<file path="config.mk">
export PLATFORM = sky130hd
export DESIGN_NAME = store_monitor
export DESIGN_NICKNAME = d
export VERILOG_FILES = /design/src/rtl/store_monitor.sv
export SDC_FILE = /design/constraint.sdc
export NUM_CORES = 1
export LEC_CHECK = 0
export CORE_UTILIZATION = 47
export CTS_CLUSTER_DIAMETER = 100
export CTS_CLUSTER_SIZE = 16
export DETAILED_ROUTE_END_ITERATION = 6
export PLACE_DENSITY = 0.95
export SLEW_MARGIN = 20
export SYNTH_ARGS = -nofsm -noshare
export SYNTH_HDL_FRONTEND = slang
export SYNTH_SLANG_ARGS = --single-unit
export TNS_END_PERCENT = 20
</file>
<file path="constraint.sdc">
create_clock -name clk -period 3.7 [get_ports clk]
set_input_delay 0.74 -clock clk [delete_from_list [all_inputs] [get_ports clk]]
set_output_delay 0.74 -clock clk [all_outputs]
set_load 0.01 [all_outputs]
</file>
<file path="src/rtl/store_monitor.sv">
// Data-memory write-bus monitor: classifies stores against pass/scratch
// addresses, latches a sticky verdict and accumulates an execution signature.
module store_monitor #(
  parameter logic [31:0] PASS_ADR    = 32'd100,
  parameter logic [31:0] PASS_DATA   = 32'd25,
  parameter logic [31:0] SCRATCH_ADR = 32'd96,
  parameter logic [31:0] TIMEOUT     = 32'd10000
) (
  input  logic        clk,
  input  logic        reset,
  input  logic        MemWrite,
  input  logic [31:0] DataAdr,
  input  logic [31:0] WriteData,
  input  logic [31:0] Instr,
  input  logic [31:0] PC,
  output logic        done,
  output logic        pass,
  output logic        fail,
  output logic        timeout,
  output logic [31:0] hash,
  output logic [15:0] store_count,
  output logic [31:0] cycle_count,
  output logic [31:0] fail_adr,
  output logic [31:0] fail_data
);

  typedef enum logic [1:0] {
    S_RUN  = 2'd0,
    S_PASS = 2'd1,
    S_FAIL = 2'd2,
    S_TOUT = 2'd3
  } state_t;

  state_t      r_state;
  logic        r_done;
  logic        r_pass;
  logic        r_fail;
  logic        r_timeout;
  logic [31:0] r_hash;
  logic [15:0] r_store_count;
  logic [31:0] r_cycle_count;
  logic [31:0] r_fail_adr;
  logic [31:0] r_fail_data;

  logic [31:0] w_h;
  logic [31:0] w_hash_next;
  logic        w_pass_store;
  logic        w_fail_store;
  logic        w_scratch_store;
  logic        w_last_cycle;

  // Signature: fold the sampled bus into the hash, then rotate through an LFSR tap.
  always_comb begin
    w_h         = r_hash ^ Instr ^ PC ^ (MemWrite ? WriteData : '0);
    w_hash_next = {w_h[30:0], w_h[9] ^ w_h[29] ^ w_h[30] ^ w_h[31]};
  end

  always_comb begin
    w_pass_store    = MemWrite && (DataAdr == PASS_ADR) && (WriteData == PASS_DATA);
    w_fail_store    = MemWrite && !w_pass_store && (DataAdr != SCRATCH_ADR);
    w_scratch_store = MemWrite && !w_pass_store && !w_fail_store;
    w_last_cycle    = (r_cycle_count == (TIMEOUT - 32'd1));
  end

  always_ff @(posedge clk) begin
    if (reset) begin
      r_state       <= S_RUN;
      r_done        <= 1'b0;
      r_pass        <= 1'b0;
      r_fail        <= 1'b0;
      r_timeout     <= 1'b0;
      r_hash        <= '0;
      r_store_count <= '0;
      r_cycle_count <= '0;
      r_fail_adr    <= '0;
      r_fail_data   <= '0;
    end else begin
      case (r_state)
        S_RUN: begin
          r_hash        <= w_hash_next;
          r_cycle_count <= r_cycle_count + 32'd1;
          if (w_pass_store) begin
            r_state <= S_PASS;
            r_done  <= 1'b1;
            r_pass  <= 1'b1;
          end else if (w_fail_store) begin
            r_state     <= S_FAIL;
            r_done      <= 1'b1;
            r_fail      <= 1'b1;
            r_fail_adr  <= DataAdr;
            r_fail_data <= WriteData;
          end else begin
            // A scratch store on the final cycle still counts before the timeout lands.
            if (w_scratch_store && (r_store_count != 16'hFFFF))
              r_store_count <= r_store_count + 16'd1;
            if (w_last_cycle) begin
              r_state   <= S_TOUT;
              r_done    <= 1'b1;
              r_timeout <= 1'b1;
            end
          end
        end
        default: r_state <= r_state;
      endcase
    end
  end

  assign done        = r_done;
  assign pass        = r_pass;
  assign fail        = r_fail;
  assign timeout     = r_timeout;
  assign hash        = r_hash;
  assign store_count = r_store_count;
  assign cycle_count = r_cycle_count;
  assign fail_adr    = r_fail_adr;
  assign fail_data   = r_fail_data;

endmodule

</file>
==> impl_table.tex, run 1 <==
\begin{tabular}{lr}
\hline
Metric & Value \\
\hline
\multicolumn{2}{l}{\textbf{Setup path}} \\
Critical path launch point & DataAdr[2] \\
Critical path peak fanout & 64 \\
Critical path endpoint category & register \\
Critical Setup Path Class & in -> reg \\
Kind of launch point of the worst setup path & input pin \\
Data required time of the critical path & 3.98 ns \\
Worst r2r path cells & 6 \\
Launch instance of the worst register-to-register path & r\_state[1] \\
Crit path DAT & 3.12 ns \\
\multicolumn{2}{l}{\textbf{Final layout}} \\
Final Util & 0.739 \\
Number of nets in the final layout & 1159 \\
Antenna Diode Count & 0 \\
\# fillers & 990 \\
Layout overhead on the synthesized area & 51.5\% \\
Total area of multi-input combinational cells & 3690 sq um \\
Area of all placed cells without fillers & 10400 sq um \\
Fraction of layout instances using a drive strength above 1 & 0.0501 \\
FF+latch area & 3000 sq um \\
\multicolumn{2}{l}{\textbf{Yosys}} \\
Yosys top cell by area & sky130\_fd\_sc\_hd\_\_dfxtp\_1 \\
Share of synthesized cell area in and, or, nand and nor gates & 0.206 \\
Top FF cell, synth & sky130\_fd\_sc\_hd\_\_dfxtp\_1 \\
Share of synthesized area occupied by flip-flops and latches & 0.439 \\
Syn Area/Cell & 9.06 sq um \\
Synth async-reset ratio & 0 \\
Total nets after synthesis & 889 \\
Synthesized area & 6850 sq um \\
Area contributors post-synth & sky130\_fd\_sc\_hd\_\_dfxtp\_1, sky130\_fd\_sc\_hd\_\_xnor2\_1, sky130\_fd\_sc\_hd\_\_mux2i\_1 \\
Count of mapped cells out of synthesis & 756 \\
Post-synthesis xor/xnor area fraction & 0.169 \\
Flip-flop and latch count after synthesis & 150 \\
Synth cell types & 40 \\
Dominant combinational cell family by area after synthesis & simple AND/OR/NAND/NOR gates \\
Synth warnings & 0 \\
Post-synth EDFFs & 0 \\
Top cell type's share of synthesized area & 0.439 \\
Adder and majority gate portion of the synthesized area & 0.00365 \\
Portion of netlist area occupied by mux cells & 0.0921 \\
Synthesized-area fraction occupied by ao, oa, aoi and oai cells & 0.0656 \\
\multicolumn{2}{l}{\textbf{STA}} \\
Fmax achieved & 0.352 GHz \\
Maximum clock skew at final layout & 0.00822 ns \\
RSZ-0062 raised after global routing & no \\
Pins over their slew limit & 0 \\
Tmin final & 2.84 ns \\
Final hold viol count & 0 \\
Final setup viols & 0 \\
Setup tns final & 0 ns \\
Final worst path period share & 0.768 \\
Worst slew margin & 0.577 \\
Slew at the pin closest to its max-slew limit & 0.634 ns \\
Least setup slack across all paths after layout & 0.860 ns \\
\multicolumn{2}{l}{\textbf{Place}} \\
Sum of net half-perimeters after detailed placement & 15.2 mm \\
Port-buffer cells & 278 \\
Gpl congestion & 0.859 \\
Worst setup slack before clock tree synthesis & 0.463 ns \\
Cell area after placement & 9810 sq um \\
\multicolumn{2}{l}{\textbf{Global route}} \\
Maximum number of pins on one net before global-route repair & 93 \\
Gr ovfl total & 0 \\
GR met2 Demand/Resource & 0.474 \\
Total routing usage reported by global routing & 0.278 \\
Peak-usage layer in the global routing report & met2 \\
Wire length of the first global-routing pass & 32.4 mm \\
Global-route track usage on met1 & 0.329 \\
Antenna violations before repair & 0 \\
GR Layer Usage met3 & 0.0720 \\
Number of global-route vias before repair & 6390 \\
\multicolumn{2}{l}{\textbf{Detailed routing}} \\
Total via count after detailed routing & 6507 \\
Pre-antenna DRT Iters & 5 \\
Total wire length after detailed routing & 20.7 mm \\
Number of DRC violations after detailed routing & 0 \\
Post-DR vias/cell & 5.35 \\
Routed wire per std cell & 17.0 um \\
Number of violations reported at the end of detailed-routing iteration 0 & 312 \\
Number of nets with antenna violations after detailed routing & 0 \\
\multicolumn{2}{l}{\textbf{Clock network}} \\
Post-cts resize count & 0 \\
H-tree depth & 4 \\
Worst-path clk slew & 0.06 ns \\
Clock insertion delay at the later pin of the skew report & 0.41 ns \\
CTS tree & yes \\
CTS sink cnt & 150 \\
Library cell used as clock root buffer & sky130\_fd\_sc\_hd\_\_clkbuf\_16 \\
Total of hold buffers inserted after clock tree synthesis & 0 \\
Count of buffers added by post-CTS timing repair for setup & 0 \\
Max Root-Sink Buffers & 2 \\
Total CTS buffers & 17 \\
\multicolumn{2}{l}{\textbf{Power and ir drop}} \\
Worst-case vdd ir drop & 304 uV \\
Power density of the placed cells & 425 nW/um\^{}2 \\
Total leakage power & 3.79 nW \\
\multicolumn{2}{l}{\textbf{Hold path}} \\
Min-delay worst type & reg -> reg \\
Launch instance of the worst min-delay path & timeout \\
Hold Crit Depth & 2 \\
\multicolumn{2}{l}{\textbf{Floorplan}} \\
Core Footprint & 14000 sq um \\
Die Y & 123 um \\
Number of I/O pins & 279 \\
Floorplan row count & 43 \\
Starting density of the core & 0.488 \\
Overall die width & 123 um \\
Area of the die & 15100 sq um \\
\multicolumn{2}{l}{\textbf{Run}} \\
Total of max-cap violations & 0 \\
\multicolumn{2}{l}{\textbf{Status}} \\
Outcome & completed \\
\hline
\end{tabular}
## Yosys cell counts, drive strengths merged, types with 3 or more instances
master / n
dfxtp: 150
nor2: 145
xnor2: 76
mux2i: 63
xor2: 56
nand2: 55
a211oi: 29
clkbuf: 27
nand4: 22
a21oi: 20
nand3: 18
nor4: 16
o21ai: 12
or3: 12
nor3: 11
buf: 8
inv: 8
or4: 5
nor4b: 4
o31ai: 4
a31oi: 3
## layer usage
layer | wire [um] | part of all wire
met5 | 0 | 0
met4 | 622 | 0.030
met3 | 1500 | 0.072
met2 | 10300 | 0.50
met1 | 8270 | 0.40
## registers in the layout, summed over array words and instances (netlist names)
register and count:
cycle_count 32, done 1, fail 1, fail_adr 32
fail_data 32, hash 32, pass 1, r_state 2
store_count 16, timeout 1
## cells in the final DEF (no fill, tap or decap), types with 2 or more instances in the layout
master and count:
sky130_fd_sc_hd__a211oi_1 29, sky130_fd_sc_hd__nor4b_1 4, sky130_fd_sc_hd__o31ai_1 4, sky130_fd_sc_hd__clkdlybuf4s50_1 277, sky130_fd_sc_hd__or3_1 12, sky130_fd_sc_hd__and2_1 2
sky130_fd_sc_hd__mux2i_1 63, sky130_fd_sc_hd__o21ai_0 12, sky130_fd_sc_hd__or4_1 4, sky130_fd_sc_hd__nand3_1 16, sky130_fd_sc_hd__nor3_1 8, sky130_fd_sc_hd__nor2_1 144
sky130_fd_sc_hd__ha_1 2, sky130_fd_sc_hd__clkinv_2 6, sky130_fd_sc_hd__inv_1 8, sky130_fd_sc_hd__nand4_1 21, sky130_fd_sc_hd__xnor2_1 76, sky130_fd_sc_hd__nand3_2 2
sky130_fd_sc_hd__nand2_1 55, sky130_fd_sc_hd__buf_4 7, sky130_fd_sc_hd__bufinv_16 2, sky130_fd_sc_hd__nor3_4 2, sky130_fd_sc_hd__clkbuf_8 2, sky130_fd_sc_hd__xor2_1 56
sky130_fd_sc_hd__nor4_1 14, sky130_fd_sc_hd__a31oi_1 2, sky130_fd_sc_hd__a21oi_1 19, sky130_fd_sc_hd__buf_12 2, sky130_fd_sc_hd__and3_1 2, sky130_fd_sc_hd__dfxtp_1 150
sky130_fd_sc_hd__clkbuf_16 17
## through the flow
step | hold WS (ns) | instances | power (mW)
final | 0.449 | 1217 | 4.41
after global routing | 0.478 | 1217 | 4.60
after CTS | 0.455 | 1217 | 4.44
after detailed placement | 0.447 | 1187 | 2.78
after global placement | 0.437 | 1187 | 2.75
after floorplan | 0.470 | 756 | 2.30
## final cells by class
| class | instances | area share |
|---|---|---|
| Clock inverter | 10 | 0.0102 |
| Sequential cell | 150 | 0.289 |
| Inverter | 8 | 0.00289 |
| Multi-Input combinational cell | 563 | 0.356 |
| Tap cell | 180 | 0.0217 |
| Clock buffer | 20 | 0.0440 |
| Timing Repair Buffer | 286 | 0.276 |
## worst paths after layout
path	endpoint	slack, ns
worst max register to register	store_count[13]	1.43
worst max-delay path	fail_adr[13]	0.86
worst min-delay path	timeout	0.45
worst min register to register	timeout	0.45
## logic make-up after synthesis
logic type	after synthesis
flops	150
simple gates	296
mux	63
buf+inv	43
fa+ha+maj	2
compound gates	70
xor+xnor	132
## worst max-delay path, cell delays in order
cell and delay (ns):
sky130_fd_sc_hd__clkdlybuf4s50_1 0.61, sky130_fd_sc_hd__nor4b_1 0.41, sky130_fd_sc_hd__nand4_1 0.21, sky130_fd_sc_hd__o31ai_1 0.43
sky130_fd_sc_hd__a21oi_4 0.11, sky130_fd_sc_hd__buf_12 0.25, sky130_fd_sc_hd__mux2i_1 0.23, sky130_fd_sc_hd__nor2_1 0.08
## power by group
group | internal (mW) | switching, mW
registers | 1.72 | 0.0904
clock network | 1.01 | 0.653
logic | 0.532 | 0.397
total | 3.27 | 1.14
Note: power is estimated with default switching activity, not from simulation.
==> run 2, diff against run 1 <==
CORE_UTILIZATION = 39   (was 47)
PLACE_DENSITY = 0.89   (was 0.95)
clock period = 2.4 ns   (was 3.7 ns; I/O delays follow)
==> run 2 against run 1 <==
- register-to-register slack got worse by 1.2 ns
- non-clock buffer count rose by 69
- clock-buffer cell count unchanged
- flip-flop and latch count stayed put
- first-iteration DRC count fell by 9.6%
- critical path depth grew 2
==> impl_table.tex, run 2 (synthesized netlist as in run 1, its figures left out) <==
\begin{tabular}{lr}
\hline
Metric & Value \\
\hline
\multicolumn{2}{l}{\textbf{Setup path}} \\
Kind of launch point of the worst setup path & input pin (unchanged) \\
Critical path, cell by cell & clkdlybuf4s50\_1 > nor4b\_2 > buf\_4 > nand4\_1 > o31ai\_1 > buf\_4 > a21oi\_4 > buf\_12 > mux2i\_1 > nor2\_1 (was clkdlybuf4s50\_1 > nor4b\_1 > nand4\_1 > o31ai\_1 > a21oi\_4 > buf\_12 > mux2i\_1 > nor2\_1) \\
Launch instance of the worst register-to-register path & store\_count[4] (was r\_state[1]) \\
Buffers \& Inverters on Critical Path & 4 (was 2) \\
Critical path peak fanout & 29 (was 64) \\
Worst r2r path cells & 6 (unchanged) \\
Most numerous cell on the critical path & sky130\_fd\_sc\_hd\_\_buf\_4 \\
R2r endpoint & store\_count[12] (was store\_count[13]) \\
Critical path endpoint category & register (unchanged) \\
Crit path DAT & 2.52 ns (was 3.12 ns) \\
Largest incremental delay on the critical path & 0.46 ns (was 0.61 ns) \\
Reg-to-reg setup timing slack & 0.28 ns (was 1.43 ns) \\
Critical Setup Path Class & in -> reg (unchanged) \\
Family with the most delay on the worst path & buffers and inverters (unchanged) \\
Slowest cell on the critical path & sky130\_fd\_sc\_hd\_\_clkdlybuf4s50\_1 (unchanged) \\
Data required time of the critical path & 2.67 ns (was 3.98 ns) \\
\multicolumn{2}{l}{\textbf{Global route}} \\
Total routing usage reported by global routing & 0.229 (was 0.278) \\
Gr ovfl total & 0 (unchanged) \\
Maximum number of pins on one net before global-route repair & 58 (was 93) \\
Antenna violations before repair & 0 (unchanged) \\
Wire length of the first global-routing pass & 32.7 mm (was 32.4 mm) \\
Number of global-route vias before repair & 6549 (was 6390) \\
\multicolumn{2}{l}{\textbf{Detailed routing}} \\
Number of DRC violations after detailed routing & 0 (unchanged) \\
Pre-antenna DRT Iters & 5 (unchanged) \\
Number of violations reported at the end of detailed-routing iteration 0 & 282 (was 312) \\
Total wire length after detailed routing & 21.0 mm (was 20.7 mm) \\
Number of nets with antenna violations after detailed routing & 0 (unchanged) \\
Routed wire per std cell & 15.8 um (was 17.0 um) \\
Total via count after detailed routing & 6680 (was 6507) \\
Post-DR vias/cell & 5.01 (was 5.35) \\
\multicolumn{2}{l}{\textbf{Status}} \\
Outcome & completed (unchanged) \\
\multicolumn{2}{l}{\textbf{Final layout}} \\
Number of nets in the final layout & 1228 (was 1159) \\
Fraction of layout instances using a drive strength above 1 & 0.117 (was 0.0501) \\
Antenna Diode Count & 0 (unchanged) \\
Number of non-filler instances in the completed layout & 1333 (was 1217) \\
Commonest cells after routing, fill and taps aside & sky130\_fd\_sc\_hd\_\_clkdlybuf4s50\_1, sky130\_fd\_sc\_hd\_\_dfxtp\_1, sky130\_fd\_sc\_hd\_\_nor2\_1, sky130\_fd\_sc\_hd\_\_xnor2\_1, sky130\_fd\_sc\_hd\_\_buf\_4 (was sky130\_fd\_sc\_hd\_\_clkdlybuf4s50\_1, sky130\_fd\_sc\_hd\_\_dfxtp\_1, sky130\_fd\_sc\_hd\_\_nor2\_1, sky130\_fd\_sc\_hd\_\_xnor2\_1, sky130\_fd\_sc\_hd\_\_mux2i\_1) \\
Layout overhead on the synthesized area & 61.6\% (was 51.5\%) \\
Most frequent standard cell in the layout excluding fill and tap cells & sky130\_fd\_sc\_hd\_\_clkdlybuf4s50\_1 (unchanged) \\
\multicolumn{2}{l}{\textbf{Clock network}} \\
Max Root-Sink Buffers & 2 (unchanged) \\
Total CTS buffers & 17 (unchanged) \\
Total of hold buffers inserted after clock tree synthesis & 0 (unchanged) \\
CTS sink cnt & 150 (unchanged) \\
Library cell used as clock root buffer & sky130\_fd\_sc\_hd\_\_clkbuf\_16 (unchanged) \\
Worst-path clk slew & 0.06 ns (about the same) \\
Clock insertion delay at the later pin of the skew report & 0.42 ns (was 0.41 ns) \\
CTS tree & yes (unchanged) \\
H-tree depth & 4 (unchanged) \\
\multicolumn{2}{l}{\textbf{STA}} \\
Pins over their slew limit & 0 (unchanged) \\
Final setup viols & 0 (unchanged) \\
Fmax achieved & 0.444 GHz \\
Tmin final & 2.25 ns \\
Worst slew margin & 0.619 (was 0.577) \\
Final hold viol count & 0 (unchanged) \\
Hold slack final & 0.458 ns (was 0.449 ns) \\
Final worst path period share & 0.939 \\
Slew at the pin closest to its max-slew limit & 0.571 ns (was 0.634 ns) \\
RSZ-0062 raised after global routing & no (unchanged) \\
Maximum clock skew at final layout & 0.00995 ns (was 0.00822 ns) \\
\multicolumn{2}{l}{\textbf{Place}} \\
Port-buffer cells & 278 (unchanged) \\
Instance count after placement with tap cells included & 1301 (was 1187) \\
Gpl congestion & 0.834 (was 0.859) \\
Sum of net half-perimeters after detailed placement & 15.6 mm (was 15.2 mm) \\
\multicolumn{2}{l}{\textbf{Floorplan}} \\
Starting density of the core & 0.397 (was 0.488) \\
Die Y & 135 um (was 123 um) \\
Core Footprint & 17200 sq um (was 14000 sq um) \\
Number of I/O pins & 279 (unchanged) \\
Overall die width & 135 um (was 123 um) \\
Floorplan row count & 48 (was 43) \\
Area of the die & 18100 sq um (was 15100 sq um) \\
\multicolumn{2}{l}{\textbf{Power and ir drop}} \\
Worst-case vdd ir drop & 460 uV (was 304 uV) \\
Power density of the placed cells & 634 nW/um\^{}2 (was 425 nW/um\^{}2) \\
Total leakage power & 4.15 nW (was 3.79 nW) \\
Power consumption & 7.01 mW (was 4.41 mW) \\
\multicolumn{2}{l}{\textbf{Hold path}} \\
Hold Crit Depth & 2 (unchanged) \\
Min-delay worst type & reg -> reg (unchanged) \\
Capture endpoint of the worst hold path & timeout (unchanged) \\
Launch instance of the worst min-delay path & timeout (unchanged) \\
\multicolumn{2}{l}{\textbf{Run}} \\
Total of max-cap violations & 0 (unchanged) \\
\hline
\end{tabular}
run 2: cell count changes in the layout (fill, tap and decap cells not counted), moves of 2 or more:
cell / delta
sky130_fd_sc_hd__clkinv_4: +3
sky130_fd_sc_hd__nor4_1: -3
sky130_fd_sc_hd__nor4b_2: +2
sky130_fd_sc_hd__nor4_2: +3
sky130_fd_sc_hd__buf_4: +66
sky130_fd_sc_hd__nor4b_1: -3
sky130_fd_sc_hd__buf_12: +3
sky130_fd_sc_hd__inv_6: +2
sky130_fd_sc_hd__clkinv_2: -5
run 2: layer usage:
layer,track usage,up-vias,share of wire
met2,0.394,232,0.49
li1,-,3277,-
met5,0,-,0
met3,0.0462,49,0.054
met4,0.100,0,0.029
met1,0.276,3122,0.42
run 2: repair_timing:
| action | in CTS | in global routing |
|---|---|---|
| hold endpoints to repair | 0 | 0 |
| resized for setup | 0 | 7 |
| endpoints found under the setup margin | 0 | 64 |
| buffers inserted | 0 | 0 |
run 2: report_power, final:
part / switching [mW] / internal [mW]
registers: 0.140 / 2.66
logic: 0.627 / 0.889
clock network: 1.09 / 1.61
total: 1.86 / 5.15
run 2: worst max-delay path by stage:
stage | from | to | slack, ns | cells past startpoint
after global placement | WriteData[1] | fail_data[17] | -0.34 | 10
after detailed placement | WriteData[1] | fail_adr[30] | -0.40 | 10
after global routing | WriteData[1] | fail_adr[30] | 0.004 | 10
after CTS | WriteData[1] | fail_data[26] | 0.03 | 10
after floorplan | DataAdr[31] | store_count[13] | 0.34 | 6
final | WriteData[5] | fail_data[26] | 0.15 | 10
run 2: tightest hold or removal path, delay by kind of cell (launching register included):
kind / cells / cell delay [ns]
compound gates: 1 / 0.05
flops: 1 / 0.31
buf+inv: 1 / 0.05
run 2: per-stage QoR:
| stage | utilization | instance area (sq um) | setup TNS (ns) | setup slack (ns) |
|---|---|---|---|---|
| 6_report | 0.642 | 11100 | 0 | 0.146 |
| 3_3_place_gp | 0.605 | 10400 | -22.08 | -0.338 |
| 4_1_cts | 0.639 | 11000 | 0 | 0.0299 |
| 5_1_grt | 0.642 | 11100 | 0 | 0.00416 |
| 2_1_floorplan | - | 6850 | 0 | 0.338 |
| 3_5_place_dp | 0.605 | 10400 | -25.19 | -0.396 |
run 2: cell type report:
class	count	area (sq um)
clock buffers	20	457
flip-flops and latches	150	3000
inverters	8	30.0
well taps	225	282
fillers	1384	6170
clock inverters	12	144
repair buffers	355	3420
multi-input cells	563	3740
==> RTL change 1 (config.mk and constraints of run 2) <==
Make the reset (`reset`) asynchronous in one clocked block.
--- a/src/rtl/store_monitor.sv
+++ b/src/rtl/store_monitor.sv
@@ -62,7 +62,7 @@
     w_last_cycle    = (r_cycle_count == (TIMEOUT - 32'd1));
   end
 
-  always_ff @(posedge clk) begin
+  always_ff @(posedge clk or posedge reset) begin
     if (reset) begin
       r_state       <= S_RUN;
       r_done        <= 1'b0;
Formal check against the unedited RTL: differs if reset is asserted again (counterexample within 4 cycles, from zero or initial values and one cycle with reset high); with reset held inactive, the same outputs for 10 cycles.
==> RTL change 1 against run 2 <==
The flow now finishes with violations (design-rule violations); routed wire length is 5.4% higher; count of clock-buffer cells in the layout is 2 lower; sequential share of layout area grew 5.1 points; design area rose by 5.2%; synthesized area increased by 6.4%; fmax down 4.8%; worst setup slack got worse by 0.11 ns; cell count fell by 9.2%; sequential cell count did not move; core utilization is 0.052 points lower; synthesized cell count shrank 18%; critical path type unchanged.
Power is not compared: it rests on default switching activity, and its combinational part moved more than twofold at a synthesized area within 25%.
==> RTL change 1: results (changes against run 2) <==
[finish] post-layout net count 1102 [-10%]
[setup_path] Arr. time, crit path 2.66 ns [+0.14 ns]
[synthesis] Post-synth ARST share 100% [+100 points]
[outcome] violations in the final reports design-rule violations
[pwr] share of total power in sequential cells 41.8%
[grt] Global Route Usage Sum 23.4% [+0.53 points]
[detailed_routing] met3 layer wire length in the routed design 1400 um [+23%]
[grt] via count of the first global-routing pass 6421 [-2.0%]
[timing] max_slew headroom 64.9% [+2.9 points]
[synthesis] Seq/Total Area, Yosys 51.5% [+7.7 points]
[synthesis] count of unique library cells instantiated by Yosys 35 [-13%]
[synthesis] main area contributors after synthesis dfrtp_1 (52%), xnor2_1 (12%), mux2_4 (9.9%), xor2_1 (5.2%), mux2_2 (3.1%)
[synthesis] area fraction in compound gates after synthesis 2.76% [-3.8 points]
[placed_design] placed standard-cell area 10800 um2 [+3.4%]
[detailed_routing] detailed-route DRC error count 21 [+21]
[clocking] CTS Root Buffer Type clkbuf_16
[synthesis] area share of xor/xnor cells in the synthesized design 17.4% [+0.55 points]
[placed_design] HPWL Detailed 16400 um [+4.8%]
[setup_path] delay-heaviest family, CP simple AND/OR/NAND/NOR gates
[clocking] TritonCTS Buffers 17 [unchanged]
[detailed_routing] Detailed Route WL 22200 um [+5.4%]
[clocking] maximum level of the CTS H-tree 4 [unchanged]
[outcome] status complete, but fails checks
[pwr] overall power after layout 0.00606 W
[clocking] post-CTS setup repair buffer count 6 [+6]
[grt] maximum number of pins on one net before global-route repair 82 [+41%]
[pwr] Peak VDD IR 0.516 mV
[clocking] worst skew pair latency 0.42 ns [about the same]
[synthesis] count of warnings emitted by yosys 0 [unchanged]
[synthesis] nets in the synthesized netlist 753 [-15%]
[synthesis] post-synthesis mux area share 13.0% [+3.8 points]
[timing] Clock Skews 0.00874 ns [-0.00121 ns]
[placed_design] port bufs 278 [unchanged]
[timing] Final Hold Viols 0 [unchanged]
[finish] ratio of cells with drive above 1 in the final layout 19.9% [+8.1 points]
[detailed_routing] wire length on met1 8980 um [+0.67%]
[pwr] fraction of power spent switching nets 22.0%
[synthesis] most frequent cells after synthesis dfrtp_1 (150), xnor2_1 (102), nand2_1 (50), mux2_4 (48), nor2_1 (47)
[detailed_routing] Pre-Repair DR Iteration Count 7 [+2]
[pwr] leakage power 4.94 nW
[placed_design] RePlAce Congestion 0.837 [+0.26%]
[setup_path] highest fanout seen on the critical path 12 [-59%]
[synthesis] post-synthesis adder-cell area fraction 0.343% [-0.022 points]
[detailed_routing] DR vias/cell 5.00 [-0.29%]
[detailed_routing] DRC marker count from the first detailed-route iteration 252 [-11%]
[grt] first-pass GRT wire length 34700 um [+6.2%]
[worst_hold_path] worst hold path type input port to asynchronous set/reset pin
[setup_path] cell type of the slowest stage on the worst timing path clkdlybuf4s50_1
[finish] number of inserted diodes 0 [unchanged]
[clocking] clock-pin transition on the worst setup and hold timing paths 0.07 ns
[detailed_routing] wire length on met2 11100 um [+6.7%]
[clocking] cts repair resizes 17 [+17]
[RTL change 1: changes by cell type after synthesis, moves of 9 or more]
cell / before / now
o21ai_0: 12 / 3
or3_1: 12 / 1
mux2_4: 0 / 48
nor2_1: 144 / 47
a21oi_1: 20 / 30
a211oi_1: 29 / 0
mux2i_1: 63 / 0
mux2_2: 0 / 20
xor2_1: 56 / 43
dfxtp_1: 150 / 0
clkbuf_1: 27 / 10
xnor2_1: 76 / 102
dfrtp_1: 0 / 150
[RTL change 1: worst paths after layout]
path | slack, ns | startpoint | cells past startpoint | to
max | 0.03 | WriteData[10] | 9 | fail_adr[22]
min | 0.37 | reset | 2 | hash[2]
max reg2reg | 0.27 | cycle_count[12] | 6 | cycle_count[31]
min reg2reg | 0.47 | timeout | 1 | timeout
max in group asynchronous | 1.31 | reset | 3 | hash[26]
min in group clk | 0.47 | WriteData[3] | 3 | fail_data[3]
[RTL change 1: logic make-up (layout without fill, tap and decap cells)]
kind of cell | Yosys count | count (layout)
compound gates | 38 | 38
simple gates | 189 | 189
mux | 68 | 68
fa+ha+maj | 2 | 2
xor+xnor | 145 | 145
flops | 150 | 150
buf+inv | 28 | 389
[RTL change 1: per-stage QoR]
step	util, %	instances	setup slack, ns
after floorplan	-	620	0.0310
after global placement	59.4	1171	-0.681
after detailed placement	59.4	1171	-0.794
after CTS	63.5	1208	0.00946
after global routing	64.2	1210	0.00331
final	64.2	1210	0.0325
[RTL change 1: routing by layer]
layer	up-vias	global-route usage, %
li1	2815	-
met1	2959	27.7
met2	225	40.5
met3	47	5.94
met4	0	9.88
met5	-	0
[RTL change 1: cell type report]
class,instances,area (um2)
fillers,1369,6500
clock inverters,13,204
well taps,229,287
repair buffers,351,3410
multi-input cells,442,3530
flip-flops and latches,150,3750
inverters,7,30.0
clock buffers,18,429
==> RTL change 2 (settings of run 2) <==
Made on the original files. Set the parameter `PASS_DATA` to 32'd18 (it was 32'd25).
--- a/src/rtl/store_monitor.sv
+++ b/src/rtl/store_monitor.sv
@@ -2,7 +2,7 @@
 // addresses, latches a sticky verdict and accumulates an execution signature.
 module store_monitor #(
   parameter logic [31:0] PASS_ADR    = 32'd100,
-  parameter logic [31:0] PASS_DATA   = 32'd25,
+  parameter logic [31:0] PASS_DATA   = 32'd18,
   parameter logic [31:0] SCRATCH_ADR = 32'd96,
   parameter logic [31:0] TIMEOUT     = 32'd10000
 ) (
Behaviour: not the same (Yosys sat finds a counterexample within 4 cycles, from zero or initial values and one cycle with reset high).
==> RTL change 2 against run 2 <==
Synthesized cell count increased by 11%; total power increased by 2.1%; sequential share of layout area decreased by 1.9 points; combinational power increased by 4%; worst setup slack got worse by 0.10 ns; synthesized area increased by 12%; design area increased by 7.6%; non-clock buffer count increased by 11; routed wire length increased by 15%; sequential power about the same; critical path depth decreased by 1; sequential cell count unchanged; cell count increased by 9.0%; highest routed layer unchanged.
==> RTL change 2: results (changes against run 2) <==
[setup_path] worst-case register-to-register setup slack 0.30 ns [+0.02 ns]
[finish] Finished Cell Area 11900 um2 [+7.6%]
[detailed_routing] wire length on met1 9550 um [+7.0%]
[grt] Global Route Usage Sum 24.1% [+1.2 points]
[detailed_routing] Detailed Route WL 24300 um [+15%]
[setup_path] worst setup path endpoint fail_adr[3]
[timing] Tightest Pin Transition 0.683 ns [+0.112 ns]
[setup_path] worst reg2reg endpoint cycle_count[26]
[placed_design] placed standard-cell area 11200 um2 [+7.9%]
[pwr] Peak VDD IR 0.432 mV [-6.2%]
[detailed_routing] DR vias/cell 5.06 [+1.1%]
[grt] met2 track demand over resource 42.9% [+3.5 points]
[detailed_routing] met3 layer wire length in the routed design 1770 um [+55%]
[synthesis] most frequent cells after synthesis dfxtp_1 (150), nand2b_1 (127), xnor2_1 (69), mux2i_1 (63), nor2_1 (61)
[grt] met3 Use GR 5.59% [+0.97 points]
[synthesis] nets in the synthesized netlist 975 [+9.7%]
[outcome] status finished clean
[timing] Clock Skews 0.00785 ns [-0.00210 ns]
[worst_hold_path] Hold Crit Depth 2 [unchanged]
[synthesis] count of unique library cells instantiated by Yosys 47 [+18%]
[pwr] leakage power 4.42 nW [+6.4%]
[finish] Non-clock buffers, area share 29.4% [-1.5 points]
[grt] fraction of met1 tracks used by global routing 27.0% [-0.57 points]
[finish] fill cell instance count of the final layout 1477 [+6.7%]
[timing] post-route worst hold slack 0.450 ns [-0.00765 ns]
[finish] multi-input combinational area share 37.3% [+3.5 points]
[pwr] Clock power frac 38.9% [+0.4 points]
[setup_path] highest fanout seen on the critical path 20 [-31%]
[placed_design] RePlAce Congestion 0.864 [+3.6%]
[setup_path] critical path startpoint DataAdr[2]
[clocking] cts repair resizes 2 [+2]
[synthesis] Seq/Total Area, Yosys 39.2% [-4.6 points]
[finish] post-layout net count 1312 [+6.8%]
[finish] comb_multi_in 636 [+13%]
[detailed_routing] wire length on met2 12100 um [+17%]
[synthesis] main area contributors after synthesis dfxtp_1 (39%), nand2b_1 (10%), mux2i_1 (8.2%), xnor2_1 (7.9%), xor2_1 (5.4%)
[grt] number of antenna violations at the first check in global routing 1 [+1]
[grt] first-pass GRT wire length 37600 um [+15%]
[grt] via count of the first global-routing pass 7282 [+11%]
[finish] register share of the cell area 25.2% [-1.9 points]
[setup_path] Arr. time, crit path 2.70 ns [+0.18 ns]
[pwr] Net Switching 0.00199 W [+7.0%]
[grt] maximum number of pins on one net before global-route repair 98 [+69%]
[finish] number of inserted diodes 1 [+1]
[finish] Repair and plain buffers 366 [+3.1%]
[RTL change 2: cell families (layout without fill, tap and decap cells)]
logic type,Yosys count,after routing,synth area share [%]
xor+xnor,119,119,14.2
flops,150,150,39.2
other cells,0,1,0
fa+ha+maj,2,2,0.327
buf+inv,56,406,3.71
simple gates,358,358,26.5
mux,63,63,8.24
compound gates,94,94,7.86
[RTL change 2: per-stage QoR]
step,power [W],setup TNS (ns),utilization (%),worst slack [ns],instances
after CTS,0.00722,0,62.6,0.0360,1452
after detailed placement,0.00441,-40.28,59.3,-0.538,1420
final,0.00716,0,62.9,0.0412,1453
after global routing,0.00747,0,62.9,0.0110,1453
after global placement,0.00438,-32.18,59.3,-0.421,1420
after floorplan,0.00358,0,-,0.396,842
[RTL change 2: critical path: stages]
cell	delay [ns]
clkdlybuf4s50_1	0.62
nor4b_4	0.25
buf_4	0.15
nand4_1	0.09
o41ai_1	0.41
buf_4	0.19
a21oi_4	0.11
buf_12	0.20
mux2i_1	0.20
